### config.mk
export PLATFORM = sky130hd
export DESIGN_NAME = adder_seq_arbiter_flat
export DESIGN_NICKNAME = d
export VERILOG_FILES = /design/src/rtl/adder_seq_arbiter_if.sv /design/src/rtl/varAdder.sv /design/src/rtl/adder_seq_arbiter.sv /design/src/flat_wrapper.sv
export SDC_FILE = /design/constraint.sdc
export NUM_CORES = 1
export LEC_CHECK = 0
export ABC_AREA = 1
export BUFFER_PORTS_ARGS = -buffer_cell sky130_fd_sc_hd__buf_2
export CAP_MARGIN = 20
export CORE_ASPECT_RATIO = 0.7
export CORE_MARGIN = 5
export CORE_UTILIZATION = 35
export CTS_CLUSTER_DIAMETER = 50
export DETAILED_ROUTE_END_ITERATION = 10
export SYNTH_ARGS = -nofsm -noshare
export SYNTH_HDL_FRONTEND = slang
export SYNTH_SLANG_ARGS = --single-unit
### constraint.sdc
create_clock -name clk -period 3.6 [get_ports clk]
set_clock_uncertainty 0.15 [all_clocks]
set_input_delay 0.18 -clock clk [delete_from_list [all_inputs] [get_ports clk]]
set_output_delay 0.18 -clock clk [all_outputs]
set_load 0.1 [all_outputs]
### src/rtl/adder_seq_arbiter_if.sv
`default_nettype none
// ============================================================================
// Module   : adder_seq_arbiter_if
// Brief    : Request/response bundle for the shared multi-precision adder.
// Revision : 1.0 - initial release
// ============================================================================
interface adder_seq_arbiter_if #(
    parameter int WIDTH  = 4,
    parameter int NWORDS = 4
);
    localparam int TW = NWORDS * (WIDTH + 1);

    logic          req0_valid;
    logic          req0_ready;
    logic [TW-1:0] req0_a;
    logic [TW-1:0] req0_b;
    logic          req0_cin;

    logic          req1_valid;
    logic          req1_ready;
    logic [TW-1:0] req1_a;
    logic [TW-1:0] req1_b;
    logic          req1_cin;

    logic          resp_valid;
    logic          resp_ready;
    logic          resp_id;
    logic [TW-1:0] resp_sum;
    logic          resp_cout;

    modport master (
        output req0_valid, req0_a, req0_b, req0_cin,
        output req1_valid, req1_a, req1_b, req1_cin,
        output resp_ready,
        input  req0_ready, req1_ready,
        input  resp_valid, resp_id, resp_sum, resp_cout
    );

    modport slave (
        input  req0_valid, req0_a, req0_b, req0_cin,
        input  req1_valid, req1_a, req1_b, req1_cin,
        input  resp_ready,
        output req0_ready, req1_ready,
        output resp_valid, resp_id, resp_sum, resp_cout
    );
endinterface
`default_nettype wire

### src/rtl/varAdder.sv
`default_nettype none
// ============================================================================
// Module   : varAdder
// Brief    : (WIDTH+1)-bit ripple adder with carry-in and signed overflow flag.
// Revision : 1.0 - initial release
// ============================================================================
module varAdder #(
    parameter int WIDTH = 4
) (
    input  wire logic [WIDTH:0] A,
    input  wire logic [WIDTH:0] B,
    input  wire logic           Cin,
    output logic      [WIDTH:0] Sum,
    output logic                Overflow
);
    assign Sum      = A + B + {{WIDTH{1'b0}}, Cin};
    assign Overflow = (A[WIDTH] == B[WIDTH]) && (Sum[WIDTH] != A[WIDTH]);
endmodule
`default_nettype wire

### src/rtl/adder_seq_arbiter.sv
`default_nettype none
// ============================================================================
// Module   : adder_seq_arbiter
// Brief    : Round-robin scheduler sharing one word-serial adder between two
//            requesters. Define ADDSEQ_SAT_EN for unsigned saturation.
// Revision : 1.0 - initial release
// ============================================================================
module adder_seq_arbiter #(
    parameter int WIDTH  = 4,
    parameter int NWORDS = 4
) (
    input  wire logic          clk,
    input  wire logic          reset,
    adder_seq_arbiter_if.slave bus,
    output logic               busy
);
    localparam int TW = NWORDS * (WIDTH + 1);
    localparam int WW = WIDTH + 1;
    localparam int KW = (NWORDS > 1) ? $clog2(NWORDS) : 1;
    localparam logic [KW-1:0] K_LAST = KW'(NWORDS - 1);

    localparam logic [1:0] S_IDLE = 2'd0;
    localparam logic [1:0] S_RUN  = 2'd1;
    localparam logic [1:0] S_DONE = 2'd2;

    logic [1:0]    r_state;
    logic [1:0]    w_next_state;
    logic          r_last_grant;
    logic          r_id;
    logic [TW-1:0] r_a;
    logic [TW-1:0] r_b;
    logic [TW-1:0] r_sum;
    logic          r_carry;
    logic [KW-1:0] r_k;

    logic          w_grant;
    logic          w_accept;
    logic [WW:0]   w_op_a;
    logic [WW:0]   w_op_b;
    logic [WW:0]   w_word;
    logic          w_unused_ovf;
    logic [TW-1:0] w_sum_out;

    // With both valid, the requester that did not win last time is served.
    assign w_grant  = (bus.req0_valid && bus.req1_valid) ? ~r_last_grant : bus.req1_valid;
    assign w_accept = (r_state == S_IDLE) && (bus.req0_valid || bus.req1_valid);

    assign w_op_a = {1'b0, r_a[r_k*WW +: WW]};
    assign w_op_b = {1'b0, r_b[r_k*WW +: WW]};

    varAdder #(.WIDTH(WIDTH + 1)) u_adder (
        .A        (w_op_a),
        .B        (w_op_b),
        .Cin      (r_carry),
        .Sum      (w_word),
        .Overflow (w_unused_ovf)
    );

`ifdef ADDSEQ_SAT_EN
    assign w_sum_out = r_carry ? {TW{1'b1}} : r_sum;
`else
    assign w_sum_out = r_sum;
`endif

    always_ff @(posedge clk) begin
        if (reset) begin
            r_state <= S_IDLE;
        end else begin
            r_state <= w_next_state;
        end
    end

    always_comb begin
        w_next_state = r_state;
        case (r_state)
            S_IDLE:  if (w_accept) w_next_state = S_RUN;
            S_RUN:   if (r_k == K_LAST) w_next_state = S_DONE;
            S_DONE:  if (bus.resp_ready) w_next_state = S_IDLE;
            default: w_next_state = S_IDLE;
        endcase
    end

    always_comb begin
        bus.req0_ready = 1'b0;
        bus.req1_ready = 1'b0;
        bus.resp_valid = 1'b0;
        bus.resp_id    = 1'b0;
        bus.resp_sum   = '0;
        bus.resp_cout  = 1'b0;
        busy           = 1'b0;
        case (r_state)
            S_IDLE: begin
                bus.req0_ready = bus.req0_valid && !w_grant;
                bus.req1_ready = bus.req1_valid && w_grant;
            end
            S_RUN: begin
                busy = 1'b1;
            end
            S_DONE: begin
                busy           = 1'b1;
                bus.resp_valid = 1'b1;
                bus.resp_id    = r_id;
                bus.resp_sum   = w_sum_out;
                bus.resp_cout  = r_carry;
            end
            default: ;
        endcase
    end

    // Operand capture and word-serial accumulation; the carry register doubles as cin.
    always_ff @(posedge clk) begin
        if (reset) begin
            r_last_grant <= 1'b1;
            r_id         <= 1'b0;
            r_a          <= '0;
            r_b          <= '0;
            r_sum        <= '0;
            r_carry      <= 1'b0;
            r_k          <= '0;
        end else begin
            case (r_state)
                S_IDLE: begin
                    if (w_accept) begin
                        r_a          <= w_grant ? bus.req1_a   : bus.req0_a;
                        r_b          <= w_grant ? bus.req1_b   : bus.req0_b;
                        r_carry      <= w_grant ? bus.req1_cin : bus.req0_cin;
                        r_id         <= w_grant;
                        r_last_grant <= w_grant;
                        r_sum        <= '0;
                        r_k          <= '0;
                    end
                end
                S_RUN: begin
                    r_sum[r_k*WW +: WW] <= w_word[WW-1:0];
                    r_carry             <= w_word[WW];
                    if (r_k != K_LAST) begin
                        r_k <= r_k + 1'b1;
                    end
                end
                default: ;
            endcase
        end
    end
endmodule
`default_nettype wire
### src/flat_wrapper.sv
// flat-port wrapper written by rule: the top's interface ports become plain ports
module adder_seq_arbiter_flat 
#(
    parameter int WIDTH  = 4,
    parameter int NWORDS = 4
)
  (clk, reset, busy, bus_req0_valid, bus_req0_a, bus_req0_b, bus_req0_cin, bus_req1_valid, bus_req1_a, bus_req1_b, bus_req1_cin, bus_resp_ready, bus_req0_ready, bus_req1_ready, bus_resp_valid, bus_resp_id, bus_resp_sum, bus_resp_cout);
  adder_seq_arbiter_if #(.WIDTH(WIDTH), .NWORDS(NWORDS)) bus_i ();
  input  wire logic clk;
  input  wire logic reset;
  output logic busy;
  input wire logic [$bits(bus_i.req0_valid)-1:0] bus_req0_valid;
  input wire logic [$bits(bus_i.req0_a)-1:0] bus_req0_a;
  input wire logic [$bits(bus_i.req0_b)-1:0] bus_req0_b;
  input wire logic [$bits(bus_i.req0_cin)-1:0] bus_req0_cin;
  input wire logic [$bits(bus_i.req1_valid)-1:0] bus_req1_valid;
  input wire logic [$bits(bus_i.req1_a)-1:0] bus_req1_a;
  input wire logic [$bits(bus_i.req1_b)-1:0] bus_req1_b;
  input wire logic [$bits(bus_i.req1_cin)-1:0] bus_req1_cin;
  input wire logic [$bits(bus_i.resp_ready)-1:0] bus_resp_ready;
  output wire logic [$bits(bus_i.req0_ready)-1:0] bus_req0_ready;
  output wire logic [$bits(bus_i.req1_ready)-1:0] bus_req1_ready;
  output wire logic [$bits(bus_i.resp_valid)-1:0] bus_resp_valid;
  output wire logic [$bits(bus_i.resp_id)-1:0] bus_resp_id;
  output wire logic [$bits(bus_i.resp_sum)-1:0] bus_resp_sum;
  output wire logic [$bits(bus_i.resp_cout)-1:0] bus_resp_cout;
  assign bus_i.req0_valid = bus_req0_valid;
  assign bus_i.req0_a = bus_req0_a;
  assign bus_i.req0_b = bus_req0_b;
  assign bus_i.req0_cin = bus_req0_cin;
  assign bus_i.req1_valid = bus_req1_valid;
  assign bus_i.req1_a = bus_req1_a;
  assign bus_i.req1_b = bus_req1_b;
  assign bus_i.req1_cin = bus_req1_cin;
  assign bus_i.resp_ready = bus_resp_ready;
  assign bus_req0_ready = bus_i.req0_ready;
  assign bus_req1_ready = bus_i.req1_ready;
  assign bus_resp_valid = bus_i.resp_valid;
  assign bus_resp_id = bus_i.resp_id;
  assign bus_resp_sum = bus_i.resp_sum;
  assign bus_resp_cout = bus_i.resp_cout;
  adder_seq_arbiter #(.WIDTH(WIDTH), .NWORDS(NWORDS)) u_core (.clk(clk), .reset(reset), .bus(bus_i), .busy(busy));
endmodule
Word level (Yosys, flattened, before mapping). Cells that the tools add are included.

Flip-flop bits (word level): 67. Input port bits: 87. Output and inout port bits: 26. Word-level logic and storage cells: 62.

$add $sub $neg: 4. $mul: 1. Equal/unequal tests: 8. Shifts and indexed selects: 4. Mux-type cells: 23. Bitwise logic cells: 1. Reduce and logical (&&, ||, !) cells: 13.

Operators with widths (number): $mux 20 (4); $pmux 20 s2 (1); $shiftx 20x6->5 (2); $neg 5->34 (1); $shift 5x34->20 const A (1); $shiftx 5x34->20 (1); $bwmux 20 (1); $mux 2 (5); $mux 1 (9); $add 5x5->6 (1); $add 6x1->6 (1); $ne 2x1->1 const B (3); $pmux 2 s3 (1); $reduce_and 3->1 (2); $mul 2x3->5 const B (1); $eq 2x2->1 const B (2); $logic_and 1x1->1 (4); $ne 2x2->1 const B (2); $pmux 2 s2 (1); $reduce_and 2->1 (2); $add 2x1->2 const B (1); $eq 2x1->1 const B (1); $logic_not 2->1 (1); $pmux 1 s2 (1); other kinds (5) (5).

Longest topological paths before layout.
Depth after elaboration: 7. Mapped depth: 13. Depth with buffers taken out: 11.

Cells and area by module. Synthesis repeated with hierarchy kept, for this count alone.

Cells, all modules: 661. Area, all modules: 4042.6 um2.

Modules (own cells, without submodules): adder_seq_arbiter (times used 1, cells an instance 616, area each 3774.9 um2, sequential area each 1341.3 um2); varAdder (times used 1, cells an instance 45, area each 267.8 um2, sequential area each 0.0 um2).

Least setup slack after synthesis. Ideal clock, no wire load.

Path type: register -> output. From: reg u_core.r_state[0]. To: out bus_req0_ready. Data arrival time: 2766 ps. Data required time: 3270 ps. Slack: 504 ps. Stages on the path, launching flop included: 5. Path buffers: 0. Path through: dfxtp_1 inv_1 ha_1 inv_2 nor3_1.

Word-level cells in the longest chain between the ends: 2.

RTL lines: start, declared (line adder_seq_arbiter.sv:26) `logic [1:0] r_state;`; start signal, assigned (line adder_seq_arbiter.sv:69) `r_state <= w_next_state;`; $logic_not 2->1 (line adder_seq_arbiter.sv:91) `case (r_state)`; $mux 1 (line adder_seq_arbiter.sv:91); end, declared (line flat_wrapper.sv:21) `output wire logic [$bits(bus_i.req0_ready)-1:0] bus_req0_ready;`.

No other way between the ends.

Worst setup path after layout.
From: reg u_core.r_k[0]. To: reg u_core.r_sum[7].

Word-level cells in the longest chain between the ends: 7. Elaborated cells between the ends (all ways): 10. Classes of those cells: add/sub (3); mul (1); shift (4); mux (2).

RTL lines: start, declared (line adder_seq_arbiter.sv:34) `logic [KW-1:0] r_k;`; start signal, assigned (line adder_seq_arbiter.sv:137) `r_k <= r_k + 1'b1;`; $mul 2x3->5 (*) (line adder_seq_arbiter.sv:48, adder_seq_arbiter.sv:49, adder_seq_arbiter.sv:134); $shiftx 20x6->5, on equally long branches (line adder_seq_arbiter.sv:48, adder_seq_arbiter.sv:49); $add 5x5->6 (line varAdder.sv:16) `assign Sum = A + B + {{WIDTH{1'b0}}, Cin};`; $add 6x1->6 (line varAdder.sv:16); $shiftx 5x34->20 (line adder_seq_arbiter.sv:134) `r_sum[r_k*WW +: WW] <= w_word[WW-1:0];`; $bwmux 20 (*) (line adder_seq_arbiter.sv:134); $pmux 20 s2 (*) (line adder_seq_arbiter.sv:121) `case (r_state)`; end signal, assigned by index (line adder_seq_arbiter.sv:134); end, declared (line adder_seq_arbiter.sv:32) `logic [TW-1:0] r_sum;`.

Mark *: on every way between the ends. The rest lies on a longest branch, timed or not. A chain may end at the register's enable or synchronous reset.

==> impl_metrics.yaml <==
sta:
  max_freq_ghz: 0.331
  setup-violations-final: 0
  rsz0062_at_grt: "false"
  drv_slew: 0
  hold_violations: 0
  period_needed_ps: 3020
  tns_ps: 0
  min_period_over_period_pct: 83.8
  slew_headroom_pct: 30.2
  worstMarginPinSlew_ps: 1050
route:
  wl_met2_um: 4720
  final_antenna_net_count: 0
  drt-met1-wl_um: 5540
  routed-wl-met3_um: 866
  post_drt_wl_per_cell_um: 13.7
  drt_wl_total_um: 11300
  topRoutingLayerUsed: "met4"
  drt_iter0_markers: 243
  first_pass_iters: 5
  vias: 4054
  routed_via_density: 4.91
  drcViolationCount: 0
critical_path:
  crit_fanout: 15
  end_kind: "flop"
  rr_worst_depth: 10
  required_ps: 3710
  start_kind: "flop"
  critPathArrivalTime_ps: 3130
  crit_type: "reg -> reg"
pwr:
  seqPwrFrac_pct: 27.0
  ir_drop_mv: 0.758
  p_sw_share_pct: 44.9
  p_switching_mw: 1.85
  leakagePower_nw: 2.54
  p_clk_share_pct: 19.4
  p_int_mw: 2.27
  power_density_mw_per_mm2: 782
  comb_power_share_pct: 53.5
floorplanning:
  initial_utilization_pct: 36.3
  dieArea_mm2: 0.0123
  fp.dieW_um: 130
  fp-row-count: 30
  fp.dieH_um: 94.3
  coreArea_mm2: 0.00980
  pin_count: 113
grt:
  grt_pass1_wl_um: 18100
  grt_max_degree: 81
  antenna_found_initial: 0
  grt_pass1_vias: 3918
  gr-total-overflow: 0
  grt_use_total_pct: 18.5
synthesis:
  ys_seq_area_share_pct: 37.8
  synth_edf_count: 0
  synthesis.area_mm2: 0.00355
  yosysTopAreaCell: "dfxtp_1"
  yosysTopAreaCellShare_pct: 37.8
  synth.top_cells.by_area: "dfxtp_1, nand2_1, o21ai_0"
  synth-seq-cells: 67
  yosysWarnings: 0
  syn_avg_cell_area_um2: 6.86
  synth_ff_type: "dfxtp_1"
  synthArstFlopShare_pct: 0
  synth_cells: 518
  ys_types: 32
  syn_nets: 618
status:
  status: "completed"
clock_network:
  clkTransAtPathRegs_ps: 50
  clock_tree.buffer_depth: 2
  numCtsBuffers: 9
  hold_buffers: 79
  cts_resized: 0
  cts_tree: "built"
  htreeDepth: 3
  cts-root-buf: "clkbuf_16"
  postCtsSetupBuffers: 0
  cts_num_sinks: 67
  insertion_delay_ps: 330
placement:
  io_buffers: 112
  dp_hpwl_um: 7810
  gp_congestion: 0.878
  place_area_mm2: 0.00419
worst_hold_path:
  whs_path_depth: 3
  hp-class: "in -> reg"
layout:
  nFillCells: 955
  diodes: 0
  design_area_mm2: 0.00527
  drive_gt1_share_pct: 21.7
  final_common_cell: "nand2_1"
  nets: 794
  syn_to_final_growth_pct: 48.3
  layout_common_cells: "nand2_1, buf_2, dlygate4sd3_1"
job:
  max-cap-violations: 0
[routing by layer]
layer | track usage, % | up-vias
met5 | 0 | -
met4 | 6.51 | 0
met3 | 3.81 | 17
met2 | 27.8 | 151
met1 | 26.1 | 1805
li1 | - | 2081
[stage by stage]
stage	cells	power (mW)	util (%)	setup slack (ps)	hold slack [ps]
detailed placement	731	3.03	42.7	624	309
global route	825	4.42	53.8	304	17.2
CTS	824	4.08	53.6	612	3.55
floorplan	518	2.57	-	504	99.1
finish	825	4.12	53.8	583	12.5
global placement	731	2.99	42.7	778	305
[flip-flops by register name, indices dropped and copies added, names as in the netlist]
signal and flops:
u_core.r_state 2, u_core.r_carry 1, u_core.r_a 20, u_core.r_sum 20, u_core.r_b 20, u_core.r_id 1, u_core.r_k 2, u_core.r_last_grant 1
[path summary, 6_finish.rpt]
| kind | start | slack, ps | to |
|---|---|---|---|
| setup / recovery | u_core.r_k[0]$_SDFFE_PP0P_ | 580 | u_core.r_sum[7]$_SDFFE_PP0P_ |
| hold / removal | bus_req1_a[16] | 10 | u_core.r_a[16]$_SDFFE_PP0P_ |
| setup reg to reg | u_core.r_k[0]$_SDFFE_PP0P_ | 580 | u_core.r_sum[7]$_SDFFE_PP0P_ |
| hold reg to reg | u_core.r_sum[15]$_SDFFE_PP0P_ | 310 | u_core.r_sum[15]$_SDFFE_PP0P_ |
[synth_stat cells, types with 2 or more instances]
cell type and n:
clkinv_1 2, nand4_1 2, clkbuf_1 25, inv_2 5, o22ai_1 10, a31oi_1 40
buf_2 6, dfxtp_1 67, o21ai_2 3, fa_1 2, o21ai_0 67, ha_1 11
nand2_1 152, nor2_2 3, inv_1 37, nor2_1 29, a21oi_1 29, nand2_4 2
nand3_1 13
[cell families after synthesis]
group	share of synthesized area [%]
xor gates and xnor gates	0.247
AOI/OAI and AO/OA	24.6
and+or+nand+nor	24.2
adders and majority gates	5.00
buffers and inverters	8.14
DFF	37.8
[final cells by class]
class	instances	area, um^2	share of cell area (%)
Tap cell	128	160	3.04
Inverter	44	165	3.14
Sequential cell	67	1340	25.5
Timing Repair Buffer	196	1400	26.6
Clock inverter	2	12.5	0.238
Multi-Input combinational cell	376	1930	36.6
Clock buffer	12	256	4.87
[power groups by stage]
stage	Combinational (mW)	Sequential (mW)	Clock [mW]
2_1_floorplan	1.53	1.04	0
3_3_place_gp	1.86	1.13	0
3_5_place_dp	1.90	1.12	0
4_1_cts	2.16	1.11	0.812
5_1_grt	2.44	1.14	0.847
6_report	2.20	1.11	0.800
[critical path, stage by stage, from the launching register on]
cell	delay, ps
dfxtp_1	600
inv_1	300
o21ai_0	230
o22ai_1	120
fa_1	490
fa_1	430
xor2_1	240
nand2_1	70
nor2_1	120
nand2_1	60
a21oi_1	140
No activity file was read; power rests on OpenSTA's default activity.
